## src/rtl/exec_hazard_ctrl_pkg.sv

```systemverilog
// Shared types and encodings for the decode/execute hazard controller.
// Stage tags describe the destination of whatever sits in EX and MEM.
package exec_hazard_ctrl_pkg;

   localparam int TAG_DST_W = 3;

   localparam logic [1:0] FWD_REG = 2'b00;
   localparam logic [1:0] FWD_EX  = 2'b01;
   localparam logic [1:0] FWD_MEM = 2'b10;

   localparam logic [3:0] ALU_NOP = 4'b1111;

   typedef struct packed {
      logic                 valid;
      logic                 writes;
      logic                 isLoad;
      logic [TAG_DST_W-1:0] dst;
   } stage_tag_t;

   typedef enum logic {IDLE, STALL} hz_state_t;

   // True when the staged instruction will write register a.
   function automatic logic tagMatch(input stage_tag_t t, input logic [TAG_DST_W-1:0] a);
      return t.valid & t.writes & (t.dst == a);
   endfunction

endpackage

```

## src/rtl/exec_hazard_ctrl_fwd_select.sv

```systemverilog
// Forwarding select for one operand: youngest in-flight writer wins,
// an unused operand always reads the register file.
module fwd_select
   import exec_hazard_ctrl_pkg::*;
#(
   parameter int ADDR_W = TAG_DST_W
) (
   input  logic [ADDR_W-1:0] addr,
   input  logic              used,
   input  logic              exValid,
   input  logic              exWrites,
   input  logic [ADDR_W-1:0] exDst,
   input  logic              memValid,
   input  logic              memWrites,
   input  logic [ADDR_W-1:0] memDst,
   output logic [1:0]        sel
);

   logic exHit;
   logic memHit;

   assign exHit  = exValid & exWrites & (exDst == addr);
   assign memHit = memValid & memWrites & (memDst == addr);

   always_comb begin
      sel = FWD_REG;
      if (used) begin
         if (exHit)       sel = FWD_EX;
         else if (memHit) sel = FWD_MEM;
      end
   end

endmodule

```

## src/rtl/exec_hazard_ctrl.sv

```systemverilog
// Issue/hazard controller between decode and execute: shadow EX/MEM tags,
// registered forwarding selects, and load-use stall with bubble insertion.
module exec_hazard_ctrl
   import exec_hazard_ctrl_pkg::*;
#(
   parameter int REG_ADDR_W = TAG_DST_W,
   parameter int LU_STALL   = 1
) (
   input  logic                  clk,
   input  logic                  rst,
   input  logic                  hold,
   input  logic                  flush,
   input  logic                  id_valid,
   input  logic [REG_ADDR_W-1:0] id_src,
   input  logic [REG_ADDR_W-1:0] id_dst,
   input  logic                  id_uses_src,
   input  logic                  id_uses_dst,
   input  logic                  id_writes,
   input  logic                  id_is_load,
   input  logic [3:0]            id_alu_ctrl,
   output logic                  if_id_stall,
   output logic                  ex_valid,
   output logic [1:0]            ex_select_src,
   output logic [1:0]            ex_select_dst,
   output logic                  ex_imm_or_reg,
   output logic [3:0]            ex_alu_ctrl,
   output logic                  ex_flag_en
);

   localparam int              CNT_W    = 2;
   localparam logic [CNT_W-1:0] CNT_LOAD = CNT_W'(LU_STALL - 1);

   stage_tag_t       exTag;
   stage_tag_t       memTag;
   stage_tag_t       issueTag;
   hz_state_t        state;
   hz_state_t        stateNext;
   logic [CNT_W-1:0] cnt;
   logic [CNT_W-1:0] cntNext;
   logic             hazardDetect;
   logic             hazardStall;
   logic             issue;
   logic [1:0]       fwdSrc;
   logic [1:0]       fwdDst;

   fwd_select #(.ADDR_W(REG_ADDR_W)) uFwdSrc (
      .addr      (id_src),
      .used      (id_uses_src),
      .exValid   (exTag.valid),
      .exWrites  (exTag.writes),
      .exDst     (exTag.dst),
      .memValid  (memTag.valid),
      .memWrites (memTag.writes),
      .memDst    (memTag.dst),
      .sel       (fwdSrc)
   );

   fwd_select #(.ADDR_W(REG_ADDR_W)) uFwdDst (
      .addr      (id_dst),
      .used      (id_uses_dst),
      .exValid   (exTag.valid),
      .exWrites  (exTag.writes),
      .exDst     (exTag.dst),
      .memValid  (memTag.valid),
      .memWrites (memTag.writes),
      .memDst    (memTag.dst),
      .sel       (fwdDst)
   );

   // A load in EX cannot forward yet; only its consumers in ID must wait.
   assign hazardDetect = id_valid & exTag.isLoad &
                         ((id_uses_src & tagMatch(exTag, id_src)) |
                          (id_uses_dst & tagMatch(exTag, id_dst)));

   assign issueTag = '{valid: 1'b1, writes: id_writes, isLoad: id_is_load, dst: id_dst};

   always_comb begin
      stateNext   = state;
      cntNext     = cnt;
      hazardStall = 1'b0;
      if (flush) begin
         stateNext = IDLE;
         cntNext   = '0;
      end else begin
         case (state)
            IDLE: begin
               if (hazardDetect) begin
                  hazardStall = 1'b1;
                  cntNext     = CNT_LOAD;
                  stateNext   = (LU_STALL > 1) ? STALL : IDLE;
               end
            end
            STALL: begin
               // cnt==0 is the release cycle: the held instruction issues now.
               if (cnt == '0) begin
                  stateNext = IDLE;
               end else begin
                  hazardStall = 1'b1;
                  cntNext     = cnt - 1'b1;
               end
            end
            default: stateNext = IDLE;
         endcase
      end
   end

   assign if_id_stall = hold | hazardStall;
   assign issue       = id_valid & ~flush & ~hazardStall;
   assign ex_flag_en  = ex_valid & (ex_alu_ctrl != ALU_NOP);

   always_ff @(posedge clk or posedge rst) begin
      if (rst) begin
         state <= IDLE;
         cnt   <= '0;
      end else if (!hold) begin
         state <= stateNext;
         cnt   <= cntNext;
      end
   end

   always_ff @(posedge clk or posedge rst) begin
      if (rst) begin
         exTag         <= '0;
         memTag        <= '0;
         ex_valid      <= 1'b0;
         ex_select_src <= FWD_REG;
         ex_select_dst <= FWD_REG;
         ex_imm_or_reg <= 1'b0;
         ex_alu_ctrl   <= ALU_NOP;
      end else if (!hold) begin
         memTag        <= exTag;
         exTag         <= issue ? issueTag : '0;
         ex_valid      <= issue;
         ex_select_src <= issue ? fwdSrc : FWD_REG;
         ex_select_dst <= issue ? fwdDst : FWD_REG;
         ex_imm_or_reg <= issue & id_uses_dst;
         ex_alu_ctrl   <= issue ? id_alu_ctrl : ALU_NOP;
      end
   end

endmodule

```

## config.mk

```make
export PLATFORM = sky130hd
export DESIGN_NAME = exec_hazard_ctrl
export DESIGN_NICKNAME = d
export VERILOG_FILES = /design/src/rtl/exec_hazard_ctrl_pkg.sv /design/src/rtl/exec_hazard_ctrl_fwd_select.sv /design/src/rtl/exec_hazard_ctrl.sv
export SDC_FILE = /design/constraint.sdc
export NUM_CORES = 1
export LEC_CHECK = 0
export ABC_AREA = 0
export CELL_PAD_IN_SITES_DETAIL_PLACEMENT = 1
export CELL_PAD_IN_SITES_GLOBAL_PLACEMENT = 2
export CORE_MARGIN = 5
export CORE_UTILIZATION = 28
export CTS_BUF_LIST = sky130_fd_sc_hd__clkbuf_4 sky130_fd_sc_hd__clkbuf_8
export DETAILED_ROUTE_END_ITERATION = 10
export PLACE_DENSITY_LB_ADDON = 0.1
export SYNTH_ARGS = -nofsm -noshare
export SYNTH_HDL_FRONTEND = slang
export SYNTH_SLANG_ARGS = --single-unit
```

## constraint.sdc

```tcl
create_clock -name clk -period 1.75 [get_ports clk]
set_clock_uncertainty 0.15 [all_clocks]
set_input_delay 0.35 -clock clk [delete_from_list [all_inputs] [get_ports clk]]
set_output_delay 0.35 -clock clk [all_outputs]
set_load 0.02 [all_outputs]
```

==> flow_metrics.env, run 1 <==
export IMPL_routed_wl_um=3770
export IMPL_grt_max_degree=24
export IMPL_met1_usage_pct=16.3
export IMPL_p_sw_uw=297
export IMPL_yosys_mux_area_fraction_pct=3.88
export IMPL_r2r_slack_ns=-0.39
export IMPL_cts_max_path_buffers=2
export IMPL_antenna_found_initial=0
export IMPL_fmax_mhz=435
export IMPL_grt_pass1_vias=1264
export IMPL_cts_root_buf="clkbuf_8"
export IMPL_worstSetupEndpointType="output port"
export IMPL_synth_seq_area_share_pct=50.1
export IMPL_met2_usage_pct=28.2
export IMPL_r2r_end="exTag[1]"
export IMPL_fin_crit_sh_pct=131
export IMPL_synth_warnings=0
export IMPL_syn_nets=123
export IMPL_wl_per_cell_um=16.9
export IMPL_die_width_um=74.4
export IMPL_place_ws_ns=-1.15
export IMPL_worst_r2r_cell_count=6
export IMPL_synth_seq_cells=23
export IMPL_power_frac_seq_pct=49.9
export IMPL_htreeDepth=1
export IMPL_rsz0062_at_grt="yes"
export IMPL_synth_most_common_cell="dfrtp_1"
export IMPL_synth_top_family_by_area="compound AO/OA/AOI/OAI gates"
export IMPL_drtIter0Drc=19
export IMPL_synthTopCellsByCount="dfrtp_1 (19), a32o_1 (8)"
export IMPL_start_util_pct=29.0
export IMPL_dpl_cell_area_um2=1760
export IMPL_critical_path_endpoint="if_id_stall"
export IMPL_clkLatencyLatePin_ns=0.26
export IMPL_status="finished with violations"
export IMPL_cap_violations=0
export IMPL_hp_class="input port to asynchronous set/reset pin"
export IMPL_core_area_um2=4000
export IMPL_cpMaxStageDelayCell="or4_4"
export IMPL_nets=194
export IMPL_min_period_ns=2.30
export IMPL_worstSetupPathType="flop to output port"
export IMPL_synth_adder_area_share_pct=1.08
export IMPL_netlist_top_cells_area="dfrtp_1 (41%), dfstp_2 (9.1%), a32o_1 (6.9%), xnor2_1 (4.5%), xor2_1 (4.5%)"
export IMPL_relSlewSlack_pct=76.1
export IMPL_synth_edff_count=0
export IMPL_cts_made_buffers=3
export IMPL_start_kind="flop"
export IMPL_dp_hpwl_um=2820
export IMPL_drt_pass1_iterations=4
export IMPL_fin_ws_ns=-0.550
export IMPL_path_clk_slew_ns=0.08
export IMPL_place_congestion=0.899
export IMPL_syn_to_final_growth_pct=68.2
export IMPL_violations="setup timing"
export IMPL_synth_compound_area_share_pct=18.6
export IMPL_yosys_area_share_simple_pct=15.1
export IMPL_cts_tree="done"
export IMPL_synth_top_area_share_pct=41.0
export IMPL_arrival_ns=1.80
export IMPL_worstMarginPinSlew_ns=0.355
export IMPL_vias_per_cell=5.04
export IMPL_synth_area_per_cell_um2=11.3
export IMPL_num_vias=1123
export IMPL_synth_async_reset_ratio_pct=100
export IMPL_io_pins=31
export IMPL_hold_violations=0
export IMPL_use_met3_pct=1.49
export IMPL_p_leak_nw=0.910
export IMPL_overflow=0
export IMPL_cp_max_fo=3
export IMPL_r2r_start="exTag[1]"
export IMPL_drive_gt1_share_pct=41.0
export IMPL_critPathLaunch="exTag[0]"
export IMPL_power_mw=1.17
export IMPL_reg_largest_list="exTag (5), memTag (5), ex_alu_ctrl (4)"
export IMPL_setup_viol=15
export IMPL_intPower_uw=869
export IMPL_postSynthCellCount=103
export IMPL_swShare_pct=25.5
export IMPL_irDropWorstVdd_v=0.000289
export IMPL_numPortBuffers=30
export IMPL_grt_busiest_layer="met2"
export IMPL_ant_nets=0
export IMPL_synth_area_um2=1160
export IMPL_power_density_nw_per_um2=598
export IMPL_die_h_um=74.4
export IMPL_drv_slew=0
export IMPL_finish_instance_area_um2=1950
export IMPL_crit_chain="xor2_1 -> or4_4 -> a21oi_2 -> a211o_1 -> buf_6"
export IMPL_num_antenna_cells=0
export IMPL_hold_ws_ns=0.269
export IMPL_clkPwrFrac_pct=29.3
export IMPL_clock_sinks=23
export IMPL_holdBufCountCts=0
export IMPL_grt_pass1_wl_um=6040
export IMPL_drc=0
export IMPL_num_rows=23
export IMPL_synth_distinct_cells=31
export IMPL_grt_usage_pct=14.2
export IMPL_critPathMaxStageDelay_ns=0.54
export IMPL_die_area_um2=5530
export IMPL_comb_power_share_pct=20.8
export IMPL_synth_flop_cell="dfrtp_1"
export IMPL_yosysTopAreaCell="dfrtp_1"
export IMPL_synth_xor_area_share_pct=9.06
export IMPL_crit_required_ns=1.25
[critical path, delay by kind of cell (launching register included)]
family          cells  cell delay [ns]
buf+inv             1             0.12
simple gates        1             0.54
xor+xnor            1             0.17
flops               1             0.42
compound gates      2             0.27
[per-layer routing]
layer | vias to the layer above | routed length, um
li1 | 535 | -
met1 | 560 | 1540
met2 | 28 | 2060
met3 | 0 | 172
met4 | 0 | 0
met5 | - | 0
[cells in the final DEF, fill, tap and decap left out, types with 3 or more instances in the layout]
cell type	Yosys	final
buf_4	0	34
dfrtp_1	19	17
dlygate4sd2_1	0	14
clkdlybuf4s50_1	0	9
a32o_1	8	8
nand3_1	6	6
nand2_1	6	6
xnor2_1	6	6
inv_1	5	5
dlymetal6s2s_1	0	5
xor2_1	6	4
nor2_1	4	4
o32a_1	4	4
mux2_2	4	4
dfstp_2	4	4
buf_6	0	4
o21ai_0	5	3
clkbuf_8	0	3
[cells by family after synthesis]
kind of cell	Yosys count
AND/OR/NAND/NOR	29
adder cells (fa/ha/maj)	1
AO/OA/AOI/OAI	27
XOR/XNOR	12
flip-flops	23
multiplexers	4
buffers and inverters	7
[power by group through the flow]
stage,registers [mW],logic (mW),clock network [mW]
2_1_floorplan,0.599,0.0831,0
3_3_place_gp,0.590,0.234,0
4_1_cts,0.581,0.236,0.357
5_1_grt,0.586,0.262,0.371
6_report,0.582,0.243,0.342
3_5_place_dp,0.591,0.240,0
[layout make-up]
type                       instances  area, um2
clock buffer                       4       48.8
tap                               50       62.6
timing repair buffer              68        596
sequential                        23        583
multi-input combinational         73        642
fill                             447       2050
inverter                           5       18.8
[worst min-delay path by stage]
stage / start / to / slack [ns] / cells after the start
after floorplan: rst / cnt[0] / 0.20 / 1
after global placement: memTag[5] / memTag[5] / 0.32 / 2
after detailed placement: memTag[5] / memTag[5] / 0.33 / 2
after CTS: rst / exTag[2] / 0.28 / 3
after global routing: rst / exTag[2] / 0.30 / 3
final: rst / exTag[2] / 0.27 / 3
[through the flow]
step / TNS (ns) / util [%] / cells
after detailed placement: -11.58 / 44.0 / 213
after global placement: -11.50 / 44.0 / 213
final: -4.73 / 48.8 / 223
after CTS: -4.61 / 47.2 / 220
after floorplan: -0.682 / - / 103
after global routing: -5.68 / 48.8 / 223
[timing repair]
action                                  4_1_cts  5_1_grt
endpoints found under the setup margin       24       22
pin swaps                                    13       10
resized for setup                            44       12
setup buffers                                 3        4
Power figures use the tool's default switching activity.
==> run 2, diff against run 1 <==
ABC_CLOCK_PERIOD_IN_PS = 1750   (was default)
CAP_MARGIN = 20   (was default)
SYNTH_HIERARCHICAL = 1   (was default)
==> run 2 against run 1 <==
The run still ends with setup timing left; cell count rose by 13%; synthesized area up 9.2%; via count increased by 7.8%; combinational power increased by 53%; synthesized cell count grew 19%; worst setup slack gained 0.067 ns; global-route usage fell by 0.94 points; highest routed layer is now met4.
==> flow_metrics.env, run 2 <==
export IMPL_status="finished with violations"
export IMPL_violations="setup timing"
export IMPL_synthTopCellsByCount="dfrtp_1 (19), inv_1 (16), nand2_1 (15)"
export IMPL_yosys_area_share_simple_pct=13.0
export IMPL_p_leak_nw=1.06
export IMPL_holdBufCountCts=0
export IMPL_r2r_slack_ns=-0.20
export IMPL_hp_class="input port to asynchronous set/reset pin"
export IMPL_die_width_um=77.2
export IMPL_grt_usage_pct=13.3
export IMPL_crit_chain="xnor2_2 -> nand4_1 -> a211oi_4 -> a2bb2oi_4 -> buf_6"
export IMPL_synth_flop_cell="dfrtp_1"
export IMPL_synth_seq_cells=23
export IMPL_worstSetupPathType="flop to output port"
export IMPL_nets=220
export IMPL_dp_hpwl_um=2820
export IMPL_num_antenna_cells=0
export IMPL_worstSetupEndpointType="output port"
export IMPL_fin_ws_ns=-0.483
export IMPL_synth_async_reset_ratio_pct=100
export IMPL_ant_nets=0
export IMPL_core_area_um2=4380
export IMPL_syn_nets=143
export IMPL_synth_top_area_share_pct=37.5
export IMPL_final_common_cell="buf_4"
export IMPL_synth_adder_area_share_pct=0.988
export IMPL_drive_gt1_share_pct=45.2
export IMPL_min_period_ns=2.23
export IMPL_yosys_mux_area_fraction_pct=3.56
export IMPL_power_mw=1.30
export IMPL_drt_pass1_iterations=4
export IMPL_routed_wl_um=4030
export IMPL_synth_warnings=6
export IMPL_r2r_end="ex_alu_ctrl[1]"
export IMPL_relSlewSlack_pct=80.2
export IMPL_drtIter0Drc=12
export IMPL_synth_distinct_cells=29
export IMPL_postSynthCellCount=123
export IMPL_place_congestion=0.839
export IMPL_antenna_found_initial=0
export IMPL_grt_pass1_vias=1330
export IMPL_rsz0062_at_grt="yes"
export IMPL_fillers=478
export IMPL_start_kind="flop"
export IMPL_hold_ws_ns=0.178
export IMPL_setup_viol=17
export IMPL_hold_violations=0
export IMPL_die_area_um2=5970
export IMPL_synth_seq_area_share_pct=45.8
export IMPL_reg_largest_list="exTag (5), memTag (5), ex_alu_ctrl (4)"
export IMPL_wl_per_cell_um=16.0
export IMPL_arrival_ns=1.73
export IMPL_clkLatencyLatePin_ns=0.26
export IMPL_fin_crit_sh_pct=128
export IMPL_synth_top_family_by_area="compound AO/OA/AOI/OAI gates"
export IMPL_critPathMaxStageDelay_ns=0.45
export IMPL_numPortBuffers=30
export IMPL_crit_required_ns=1.25
export IMPL_cts_root_buf="clkbuf_8"
export IMPL_netlist_top_cells_area="dfrtp_1 (38%), dfstp_2 (8.3%), xor2_1 (6.9%), o31ai_1 (6.5%), xnor2_1 (5.5%)"
export IMPL_synth_most_common_cell="dfrtp_1"
export IMPL_irDropWorstVdd_v=0.000391
export IMPL_synth_edff_count=0
export IMPL_synth_area_per_cell_um2=10.3
export IMPL_cpMaxStageDelayCell="dfrtp_2"
export IMPL_cts_made_buffers=3
export IMPL_die_h_um=77.2
export IMPL_synth_xor_area_share_pct=12.5
export IMPL_vias_per_cell=4.82
export IMPL_final_cell_mix="buf_4 (40), dfrtp_1 (16), inv_1 (15), nand2_1 (15), clkdlybuf4s50_1 (12)"
export IMPL_syn_to_final_growth_pct=77.6
export IMPL_start_util_pct=28.9
export IMPL_num_vias=1211
export IMPL_cp_max_fo=3
export IMPL_drc=0
export IMPL_synth_compound_area_share_pct=17.6
export IMPL_num_rows=24
export IMPL_clock_sinks=23
export IMPL_grt_pass1_wl_um=6420
export IMPL_synth_area_um2=1270
export IMPL_power_density_nw_per_um2=576
export IMPL_cts_max_path_buffers=2
export IMPL_overflow=0
export IMPL_r2r_start="exTag[2]"
export IMPL_fmax_mhz=448
export IMPL_grt_max_degree=22
export IMPL_worstMarginPinSlew_ns=0.297
export IMPL_path_clk_slew_ns=0.08
export IMPL_io_pins=31
export IMPL_htreeDepth=1
export IMPL_worst_r2r_cell_count=7
export IMPL_yosysTopAreaCell="dfrtp_1"
export IMPL_drv_slew=0
export IMPL_cap_violations=0
export IMPL_cts_tree="done"
[run 2: where the power goes]
part	internal (mW)	switching, mW
clock	0.159	0.169
sequential	0.568	0.0282
combinational	0.202	0.170
total	0.928	0.367
[run 2: metrics by stage]
step	setup TNS, ns	cells	setup slack (ns)	instance area (um2)	utilization, %
2_1_floorplan	-0.262	123	-0.262	1280	-
4_1_cts	-3.03	250	-0.493	2050	46.7
3_3_place_gp	-8.84	234	-1.07	1870	42.7
6_report	-3.26	251	-0.483	2250	51.3
3_5_place_dp	-9.64	234	-1.11	1870	42.7
5_1_grt	-4.97	251	-0.588	2250	51.3
[run 2: final cells by class]
cell class | instances | area [um2] | area share, %
flip-flops and latches | 23 | 584 | 26.0
clock buffers | 3 | 41.3 | 1.84
clock inverters | 1 | 5.00 | 0.223
repair buffers | 76 | 682 | 30.3
inverters | 16 | 60.1 | 2.67
well taps | 52 | 65.1 | 2.89
multi-input cells | 80 | 811 | 36.1
[run 2: kinds of logic after synthesis]
kind of cell             Yosys count
AO/OA/AOI/OAI                     26
buffers and inverters             20
multiplexers                       4
adder cells (fa/ha/maj)            1
flip-flops                        23
XOR/XNOR                          18
AND/OR/NAND/NOR                   31
[run 2: per-layer routing]
layer | wire [um] | GRT usage [%]
met1 | 1810 | 17.6
met3 | 165 | 2.93
met5 | 0 | 0
met2 | 2030 | 22.1
met4 | 22 | 3.09
[run 2: timing repair]
item                                    in CTS  in global routing
gates cloned                                 1                  1
buffers inserted                            11                  6
endpoints found under the setup margin      23                 23
pin swaps                                    7                 30
resized for setup                           28                 36
[run 2: how the worst max path moves through the flow]
stage | end | startpoint | cells past startpoint
4_1_cts | if_id_stall | exTag[0] | 5
5_1_grt | if_id_stall | exTag[2] | 5
3_5_place_dp | if_id_stall | id_dst[0] | 6
6_report | if_id_stall | exTag[2] | 5
3_3_place_gp | if_id_stall | id_dst[2] | 6
2_1_floorplan | if_id_stall | exTag[1] | 5
[run 2: critical path, delay by kind of cell, from the launching register on]
kind | cells | cell delay, ns
compound gates | 2 | 0.53
simple gates | 1 | 0.19
buf+inv | 1 | 0.13
xor+xnor | 1 | 0.16
flops | 1 | 0.45
==> run 3, diff against run 2 <==
CTS_CLUSTER_DIAMETER = 30   (was default)
==> results of run 3 <==
The final DEF is identical to that of run 2; final timing and power are the same.
